File: config.mk
export PLATFORM = sky130hd
export DESIGN_NAME = cache_bus_bridge
export DESIGN_NICKNAME = d
export VERILOG_FILES = /design/src/rtl/cache_bus_bridge.sv
export SDC_FILE = /design/constraint.sdc
export NUM_CORES = 1
export LEC_CHECK = 0
export CORE_AREA = 3 3 305 307
export CTS_CLUSTER_DIAMETER = 150
export DETAILED_ROUTE_END_ITERATION = 10
export DIE_AREA = 0 0 308 310
export RECOVER_POWER = 50
export SYNTH_ARGS = -nofsm -noshare
export SYNTH_HDL_FRONTEND = slang
export SYNTH_SLANG_ARGS = --single-unit
File: constraint.sdc
create_clock -name clk -period 9.03 [get_ports clk]
set_clock_uncertainty 0.05 [all_clocks]
set_input_delay 0.903 -clock clk [delete_from_list [all_inputs] [get_ports clk]]
set_output_delay 0.903 -clock clk [all_outputs]
set_load 0.05 [all_outputs]
File: src/rtl/cache_bus_bridge.sv
// ============================================================================
//  Module   : cache_bus_bridge
//  Brief    : Converts single-cycle L1 cache memory requests into system-bus
//             transactions: line-fill read bursts and single-word writes.
//  Options  : CACHE_BUS_TIMEOUT_EN - adds a response watchdog that forces
//             completion with mem_err after TIMEOUT_CYCLES idle bus cycles.
//  Revision : 1.0 - initial release
// ============================================================================
`default_nettype none

module cache_bus_bridge #(
    parameter int BLOCKSZ        = 512,
    parameter int WIDTH          = 64,
    parameter int ADDRESSSIZE    = 64,
    parameter int OFFWIDTH       = 6,
    parameter int BEATS          = 8,
    parameter int TAGWIDTH       = 13,
    parameter int TIMEOUT_CYCLES = 1024
) (
    input  logic                   clk,
    input  logic                   rst,
    input  logic                   mem_req,
    input  logic [ADDRESSSIZE-1:0] mem_address,
    input  logic                   mem_wr_en,
    input  logic [WIDTH-1:0]       mem_data_out,
    output logic [BLOCKSZ-1:0]     mem_data_in,
    output logic                   mem_data_valid,
    output logic                   mem_err,
    output logic                   busy,
    output logic                   bus_reqcyc,
    output logic [TAGWIDTH-1:0]    bus_reqtag,
    output logic [WIDTH-1:0]       bus_req,
    input  logic                   bus_reqack,
    input  logic                   bus_respcyc,
    input  logic [WIDTH-1:0]       bus_resp,
    output logic                   bus_respack
);

    localparam int CW = (BEATS > 1) ? $clog2(BEATS) : 1;

    // Address masks: line-aligned for fills, 8-byte aligned for word writes
    localparam logic [ADDRESSSIZE-1:0] c_line_mask = {{(ADDRESSSIZE-OFFWIDTH){1'b1}}, {OFFWIDTH{1'b0}}};
    localparam logic [ADDRESSSIZE-1:0] c_word_mask = {{(ADDRESSSIZE-3){1'b1}}, 3'b000};
    localparam logic [TAGWIDTH-1:0]    c_tag_write = {1'b1, {(TAGWIDTH-1){1'b0}}};

    // Elaboration-time sanity checks on the configuration
    if (BEATS * WIDTH != BLOCKSZ) begin : g_chk_beats
        $error("cache_bus_bridge: BEATS*WIDTH must equal BLOCKSZ");
    end
    if (TIMEOUT_CYCLES < 2) begin : g_chk_timeout
        $error("cache_bus_bridge: TIMEOUT_CYCLES must be at least 2");
    end

    typedef enum logic [2:0] {
        S_IDLE    = 3'd0,
        S_RD_REQ  = 3'd1,
        S_RD_RESP = 3'd2,
        S_WR_ADDR = 3'd3,
        S_WR_DATA = 3'd4,
        S_DONE    = 3'd5
    } state_t;

    state_t                 state_q, state_d;
    logic [CW-1:0]          beat_q,  beat_d;
    logic [ADDRESSSIZE-1:0] addr_q,  addr_d;
    logic [WIDTH-1:0]       wdata_q, wdata_d;
    logic [BLOCKSZ-1:0]     line_q,  line_d;

`ifdef CACHE_BUS_TIMEOUT_EN
    localparam int WDW = $clog2(TIMEOUT_CYCLES);

    logic [WDW-1:0] wd_q, wd_d;
    logic           err_q, err_d;
    logic           w_active;
    logic           w_progress;

    // Watchdog is fed by any bus-side progress: a request ack or a response beat
    assign w_active   = (state_q == S_RD_REQ) || (state_q == S_RD_RESP) ||
                        (state_q == S_WR_ADDR) || (state_q == S_WR_DATA);
    assign w_progress = (((state_q == S_RD_REQ) || (state_q == S_WR_ADDR) ||
                          (state_q == S_WR_DATA)) && bus_reqack) ||
                        ((state_q == S_RD_RESP) && bus_respcyc);
`endif

    // Next-state, datapath updates and bus-side outputs
    always_comb begin
        state_d        = state_q;
        beat_d         = beat_q;
        addr_d         = addr_q;
        wdata_d        = wdata_q;
        line_d         = line_q;
        bus_reqcyc     = 1'b0;
        bus_reqtag     = '0;
        bus_req        = '0;
        bus_respack    = 1'b0;
        mem_data_valid = 1'b0;
        busy           = (state_q != S_IDLE);

        case (state_q)
            S_IDLE: begin
                if (mem_req) begin
                    addr_d  = mem_address;
                    wdata_d = mem_data_out;
                    state_d = mem_wr_en ? S_WR_ADDR : S_RD_REQ;
                end
            end
            S_RD_REQ: begin
                bus_reqcyc = 1'b1;
                bus_req    = WIDTH'(addr_q & c_line_mask);
                if (bus_reqack) begin
                    beat_d  = '0;
                    state_d = S_RD_RESP;
                end
            end
            S_RD_RESP: begin
                bus_respack = bus_respcyc;
                if (bus_respcyc) begin
                    line_d[beat_q*WIDTH +: WIDTH] = bus_resp;
                    beat_d = beat_q + 1'b1;
                    if (beat_q == CW'(BEATS-1)) begin
                        state_d = S_DONE;
                    end
                end
            end
            S_WR_ADDR: begin
                bus_reqcyc = 1'b1;
                bus_reqtag = c_tag_write;
                bus_req    = WIDTH'(addr_q & c_word_mask);
                if (bus_reqack) begin
                    state_d = S_WR_DATA;
                end
            end
            S_WR_DATA: begin
                bus_reqcyc = 1'b1;
                bus_reqtag = c_tag_write;
                bus_req    = wdata_q;
                if (bus_reqack) begin
                    state_d = S_DONE;
                end
            end
            S_DONE: begin
                mem_data_valid = 1'b1;
                state_d        = S_IDLE;
            end
            default: begin
                state_d = S_IDLE;
            end
        endcase

`ifdef CACHE_BUS_TIMEOUT_EN
        // A stalled bus forces completion; partial fill data is kept
        wd_d  = '0;
        err_d = err_q;
        if (state_q == S_IDLE) begin
            err_d = 1'b0;
        end
        if (w_active && !w_progress) begin
            if (wd_q == WDW'(TIMEOUT_CYCLES-1)) begin
                state_d = S_DONE;
                err_d   = 1'b1;
            end else begin
                wd_d = wd_q + 1'b1;
            end
        end
`endif
    end

    // State and datapath registers; reset discards any in-flight transaction
    always_ff @(posedge clk or negedge rst) begin
        if (!rst) begin
            state_q <= S_IDLE;
            beat_q  <= '0;
            addr_q  <= '0;
            wdata_q <= '0;
            line_q  <= '0;
        end else begin
            state_q <= state_d;
            beat_q  <= beat_d;
            addr_q  <= addr_d;
            wdata_q <= wdata_d;
            line_q  <= line_d;
        end
    end

`ifdef CACHE_BUS_TIMEOUT_EN
    // Watchdog counter and timeout flag
    always_ff @(posedge clk or negedge rst) begin
        if (!rst) begin
            wd_q  <= '0;
            err_q <= 1'b0;
        end else begin
            wd_q  <= wd_d;
            err_q <= err_d;
        end
    end

    assign mem_err = (state_q == S_DONE) && err_q;
`else
    assign mem_err = 1'b0;
`endif

    assign mem_data_in = line_q;

endmodule

`default_nettype wire
==> flow_metrics.tcl, run 1 <==
set metrics [dict create \
    status "complete, but fails checks" \
    violations "max-capacitance violations, max-slew violations" \
    synth_seq_area_share_pct 59.6 \
    p_leak_nw 18.4 \
    maxCapViolations 7 \
    ff2ff_setup_slack_ns 2.59 \
    cts_setup_buffers 0 \
    hold_viol 0 \
    ys_types 44 \
    yosysWarnings 0 \
    critPathMaxFanout 45 \
    final_cell_mix "dfrtp_1 (643), clkdlybuf4s50_1 (539), mux2_2 (461), dlygate4sd3_1 (235), inv_1 (173)" \
    r2r-start "beat_q[0]$_DFFE_PN0P_" \
    cp-start-kind "flop" \
    final_common_cell "dfrtp_1" \
    first_iter_violations 1127 \
    p_per_area_nw_per_um2 405 \
    finalSetupViolCount 0 \
    clkLatencyLatePin_ns 0.61 \
    drc 0 \
    ir_drop_v 0.000265 \
    cts_resized 0 \
    grt_max_degree 165 \
    ys_ff_latch 643 \
    path_class "reg -> reg" \
    final_design_area_no_fill_um2 38400 \
    rsz0062_at_grt "no" \
    dieHeight_um 310 \
    synth_cells 2036 \
    min_period_over_period_pct 71.4 \
    grt_overflow 0 \
    core_area_um2 90300 \
    cts.sinks 643 \
    dp_hpwl_um 71600 \
    ctsHtreeMaxLevel 3 \
    synth_top_area_cell "dfrtp_1" \
    cts_tree "done" \
    crit_required_ns 9.50 \
    placed_area_um2 36000 \
    final_util_pct 42.6 \
    rows 110 \
    maxSlewHeadroom_pct -183 \
    tightest_slew_ns 4.25 \
    max_freq_mhz 155 \
    wl_per_cell_um 24.9 \
    synth.cell_area_um2 27000 \
    crit_chain "clkbuf_1 -> inv_1 -> ha_4 -> ha_1 -> nand4b_1 -> buf_4 -> buf_4 -> mux2i_1" \
    cts_made_buffers 74 \
    grt_pass1_vias 20400 \
    nets 3002 \
    drive_gt1_share_pct 22.0 \
    numPortBuffers 775 \
    max_stage_delay_ns 1.72 \
    wl_um 100000 \
    ant_nets 0 \
    worstSetupEndpointType "flop" \
    fp.dieW_um 308 \
    rr_endpoint "mem_data_in[235]$_DFFE_PN0P_" \
    die_area_um2 95500 \
    clk_pin_slew_ns 0.06 \
    period_needed_ns 6.44 \
    max-clock-path-buffers 3 \
    r2r_cells 8 \
    dr.pass1.iters 5 \
    worstPathArrival_ns 6.91 \
    start_util_pct 29.9 \
    setup_tns_ns 0 \
    worst_path_max_delay_cell "clkbuf_1" \
    grt_antenna_before_repair 8 \
    hold_buffers 0 \
    syn_area_per_cell_um2 13.3 \
    grt_usage_pct 20.5 \
    routabilityCongestion 0.856 \
    area_growth_pct 42.2 \
    final_max_slew_viol_count 587 \
    synthTopCellsByArea "dfrtp_1 (60%), mux2_2 (19%), mux2i_1 (6.3%)" \
    num_vias 19000 \
    netlist.area_leader.share_pct 59.6 \
    path_common_cell "buf_4" \
    root_buffer "clkbuf_16" \
    synth-async-reset-ratio_pct 100 \
    holdCritPathClass "in -> async" \
    ioPinCount 792 \
    synth_edf_count 0 \
    synthFlopType "dfrtp_1" \
    routed_via_density 4.71 \
    grt_pass1_wl_um 143000 \
]
==> cell usage after synthesis (2+ instances only) <==
library cell and number:
o21ai_0 2, mux2_1 10, or2_2 2, and3_1 74
buf_2 59, mux2_2 461, nor3b_1 2, nand3b_1 2
buf_6 6, nand2_1 172, nor2_1 5, and3b_1 2
nor4b_1 5, a22o_1 62, buf_1 6, nand4b_1 3
a21oi_1 2, dfrtp_1 643, buf_4 13, inv_1 173
clkbuf_1 53, ha_1 7, mux2i_1 169, and2_1 83
==> per-layer routing <==
| metal | vias up | wire, µm | GRT usage [%] |
|---|---|---|---|
| met4 | 2 | 4230 | 8.26 |
| met1 | 9721 | 37900 | 23.0 |
| met3 | 172 | 8200 | 6.60 |
| met5 | - | 8 | 0 |
| met2 | 704 | 50100 | 36.0 |
| li1 | 8390 | - | - |
==> state kept, by name, summed over array words and instances, names as in the netlist <==
register and flops:
wdata_q 64, state_q 3, addr_q 61, beat_q 3
mem_data_in 512
==> power by group <==
group	leakage, nW	total, mW	internal, mW	switching (mW)
Sequential	7.97	4.62	3.98	0.639
Combinational	9.23	7.93	2.60	5.33
Clock	1.20	3.02	1.75	1.27
Total	18.4	15.6	8.33	7.24
==> per-stage QoR <==
step | hold WS [ns] | worst slack (ns) | instances | power (mW)
5_1_grt | 0.333 | 2.30 | 4032 | 16.3
3_3_place_gp | 0.422 | 4.44 | 3897 | 12.7
6_report | 0.274 | 2.59 | 4035 | 15.6
4_1_cts | 0.312 | 4.26 | 4031 | 15.9
3_5_place_dp | 0.425 | 4.30 | 3897 | 12.8
2_1_floorplan | 0.422 | 6.07 | 2048 | 9.63
==> cells by family (layout without fill, tap and decap cells) <==
family | count (synthesis) | count (layout) | synth area share [%]
buffers and inverters | 310 | 1117 | 4.93
other | 1 | 17 | 0.0139
and+or+nand+nor | 363 | 363 | 7.03
muxes | 640 | 640 | 25.9
AOI/OAI and AO/OA | 71 | 71 | 2.22
xor gates and xnor gates | 1 | 1 | 0.0324
adders and majority gates | 7 | 7 | 0.324
DFF | 643 | 643 | 59.6
==> worst max-delay path: cells and delay by family (launching register included) <==
family	cells	cell delay, ns
buffers and inverters	4	3.37
flip-flops	1	1.08
adder cells (fa/ha/maj)	2	0.82
AND/OR/NAND/NOR	1	0.61
multiplexers	1	0.28
==> worst max-delay path by stage <==
stage	startpoint	endpoint	slack [ns]	depth (start not counted)
5_1_grt	beat_q[0]$_DFFE_PN0P_	mem_data_in[228]$_DFFE_PN0P_	2.30	8
4_1_cts	beat_q[0]$_DFFE_PN0P_	mem_data_in[235]$_DFFE_PN0P_	4.26	8
3_3_place_gp	beat_q[0]$_DFFE_PN0P_	mem_data_in[230]$_DFFE_PN0P_	4.44	8
3_5_place_dp	beat_q[0]$_DFFE_PN0P_	mem_data_in[235]$_DFFE_PN0P_	4.30	8
6_report	beat_q[0]$_DFFE_PN0P_	mem_data_in[235]$_DFFE_PN0P_	2.59	8
2_1_floorplan	beat_q[0]$_DFFE_PN0P_	mem_data_in[299]$_DFFE_PN0P_	6.07	11
==> final cells by class <==
cell class | instances | area, µm²
antenna | 4 | 10.0
clock buffer | 104 | 2090
clock inverter | 30 | 352
fill | 8402 | 51900
inverter | 173 | 649
multi-input combinational | 1095 | 9750
sequential | 643 | 16100
tap | 1176 | 1470
timing repair buffer | 810 | 8000
Note: power is estimated with default switching activity, not from simulation.
==> run 2, diff against run 1 <==
--- a/config.mk
+++ b/config.mk
@@ -5,10 +5,10 @@
 export SDC_FILE = /design/constraint.sdc
 export NUM_CORES = 1
 export LEC_CHECK = 0
-export CORE_AREA = 3 3 305 307
+export CORE_AREA = 3 3 304 306
 export CTS_CLUSTER_DIAMETER = 150
 export DETAILED_ROUTE_END_ITERATION = 10
-export DIE_AREA = 0 0 308 310
+export DIE_AREA = 0 0 307 309
 export RECOVER_POWER = 50
 export SYNTH_ARGS = -nofsm -noshare
 export SYNTH_HDL_FRONTEND = slang
==> constraint.sdc (replaced) <==
create_clock -name clk -period 5.5 [get_ports clk]
set_clock_uncertainty 0.05 [all_clocks]
set_input_delay 0.55 -clock clk [delete_from_list [all_inputs] [get_ports clk]]
set_output_delay 0.55 -clock clk [all_outputs]
set_load 0.05 [all_outputs]
==> run 2 against run 1 <==
Against the previous run: the run still ends with max-capacitance violations, max-slew violations left; register-to-register slack got worse by 1.2 ns; first-iteration DRC count fell by 17%; critical path depth fell by 3; die area fell by 0.65%; count of clock-buffer cells in the layout rose by 8; critical endpoint is now bus_req[54]; largest cell class unchanged.
==> flow_metrics.tcl, run 2 (synthesis gave the netlist of run 1 again) <==
set metrics [dict create \
    grt_overflow 0 \
    cts_resized 0 \
    clk_pin_slew_ns 0.06 \
    min_period_over_period_pct 79.1 \
    drive_gt1_share_pct 22.1 \
    cp-start-kind "flop" \
    crit_required_ns 4.90 \
    largest_reg_flops 512 \
    hold_viol 0 \
    area_growth_pct 42.9 \
    max-clock-path-buffers 3 \
    ioPinCount 792 \
    violations "max-capacitance violations, max-slew violations" \
    max_freq_mhz 230 \
    cts_made_buffers 77 \
    numPortBuffers 775 \
    grt_antenna_before_repair 5 \
    final_max_slew_viol_count 169 \
    holdCritPathClass "reg -> reg" \
    r2r-start "beat_q[1]$_DFFE_PN0P_" \
    core_area_um2 89900 \
    power_mw 25.7 \
    die_area_um2 94900 \
    status "complete, but fails checks" \
    routed_via_density 4.73 \
    cts_setup_buffers 0 \
    p_leak_nw 18.6 \
    nets 3006 \
    p_per_area_nw_per_um2 667 \
    grt_usage_pct 20.8 \
    crit_end "bus_req[54]" \
    finalSetupViolCount 0 \
    tightest_slew_ns 3.24 \
    rows 110 \
    setup_tns_ns 0 \
    clkLatencyLatePin_ns 0.62 \
    final_cell_mix "dfrtp_1 (642), clkdlybuf4s50_1 (513), mux2_2 (461), dlygate4sd3_1 (262), inv_1 (173)" \
    ff2ff_setup_slack_ns 1.41 \
    cts.sinks 643 \
    rsz0062_at_grt "no" \
    period_needed_ns 4.35 \
    path_class "reg -> out" \
    routabilityCongestion 0.854 \
    num_vias 19100 \
    grt_pass1_vias 20600 \
    critPathMaxFanout 35 \
    dp_hpwl_um 72300 \
    dr.pass1.iters 4 \
    cts_tree "done" \
    r2r_cells 6 \
    start_util_pct 30.1 \
    rr_endpoint "mem_data_in[35]$_DFFE_PN0P_" \
    root_buffer "clkbuf_16" \
    grt_max_degree 140 \
    worstSetupEndpointType "primary output" \
    drc 0 \
    wl_per_cell_um 25.1 \
    ant_nets 0 \
    ctsHtreeMaxLevel 3 \
    dieHeight_um 309 \
    crit_path_start "state_q[2]$_DFFE_PN0P_" \
    worstPathArrival_ns 3.75 \
    maxCapViolations 3 \
    maxSlewHeadroom_pct -116 \
    final_common_cell "dfrtp_1" \
    wl_um 101000 \
    first_iter_violations 936 \
    grt_pass1_wl_um 144000 \
    ir_drop_v 0.000359 \
    fp.dieW_um 307 \
]
run 2: changes by cell type in the layout (fill, tap and decap cells not counted), sizes merged, moves of 2 or more:
cell           delta
dlygate4sd3      +27
clkdlybuf4s50    -26
clkbuf            +6
clkinv            -3
inv               -3
buf               +2
run 2: how the worst min path moves through the flow:
stage | cells past startpoint | endpoint | start
2_1_floorplan | 0 | addr_q[10]$_DFFE_PN0P_ | rst
6_report | 1 | mem_data_in[142]$_DFFE_PN0P_ | mem_data_in[142]$_DFFE_PN0P_
4_1_cts | 2 | addr_q[53]$_DFFE_PN0P_ | mem_address[53]
3_3_place_gp | 1 | mem_data_in[424]$_DFFE_PN0P_ | mem_data_in[424]$_DFFE_PN0P_
5_1_grt | 2 | addr_q[39]$_DFFE_PN0P_ | mem_address[39]
3_5_place_dp | 1 | mem_data_in[424]$_DFFE_PN0P_ | mem_data_in[424]$_DFFE_PN0P_
run 2: timing repair:
action / in CTS / in global routing
setup endpoints to repair: 0 / 0
endpoints found under the hold margin: 32 / 0
hold buffers: 1 / 0
run 2: worst max-delay path, cell delays in order (launching register included):
cell,delay [ns]
dfrtp_1,0.58
nand2b_1,0.22
nor2_4,0.75
buf_4,0.47
a22o_1,0.24
clkdlybuf4s50_1,0.83
run 2: final cells by class:
type	instances	area (µm²)
tap	1176	1470
timing repair buffer	811	8110
antenna	5	12.5
inverter	173	649
clock inverter	24	300
multi-input combinational	1095	9740
clock buffer	112	2240
fill	8321	51300
sequential	643	16100
run 2: power by group:
| part | total (mW) | switching, mW | internal, mW |
|---|---|---|---|
| sequential | 7.59 | 1.07 | 6.53 |
| clock | 5.11 | 2.04 | 3.06 |
| combinational | 13.0 | 8.80 | 4.24 |
run 2: per-layer routing:
metal | global-route usage [%] | share of wire [%] | up-vias
li1 | - | - | 8401
met1 | 23.3 | 38 | 9730
met2 | 35.4 | 49 | 739
met3 | 7.08 | 8.0 | 228
met4 | 10.5 | 5.5 | 0
met5 | 0 | 0 | -
run 2: through the flow:
stage	util, %	hold slack, ns	instance area [µm²]	cells	setup WS (ns)
floorplan	-	0.204	27100	2048	2.54
global placement	40.1	0.422	36100	3897	1.86
detailed placement	40.1	0.425	36100	3897	1.78
CTS	43.0	0.411	38600	4034	1.07
global route	43.0	0.431	38600	4035	0.671
finish	43.0	0.431	38600	4039	1.15
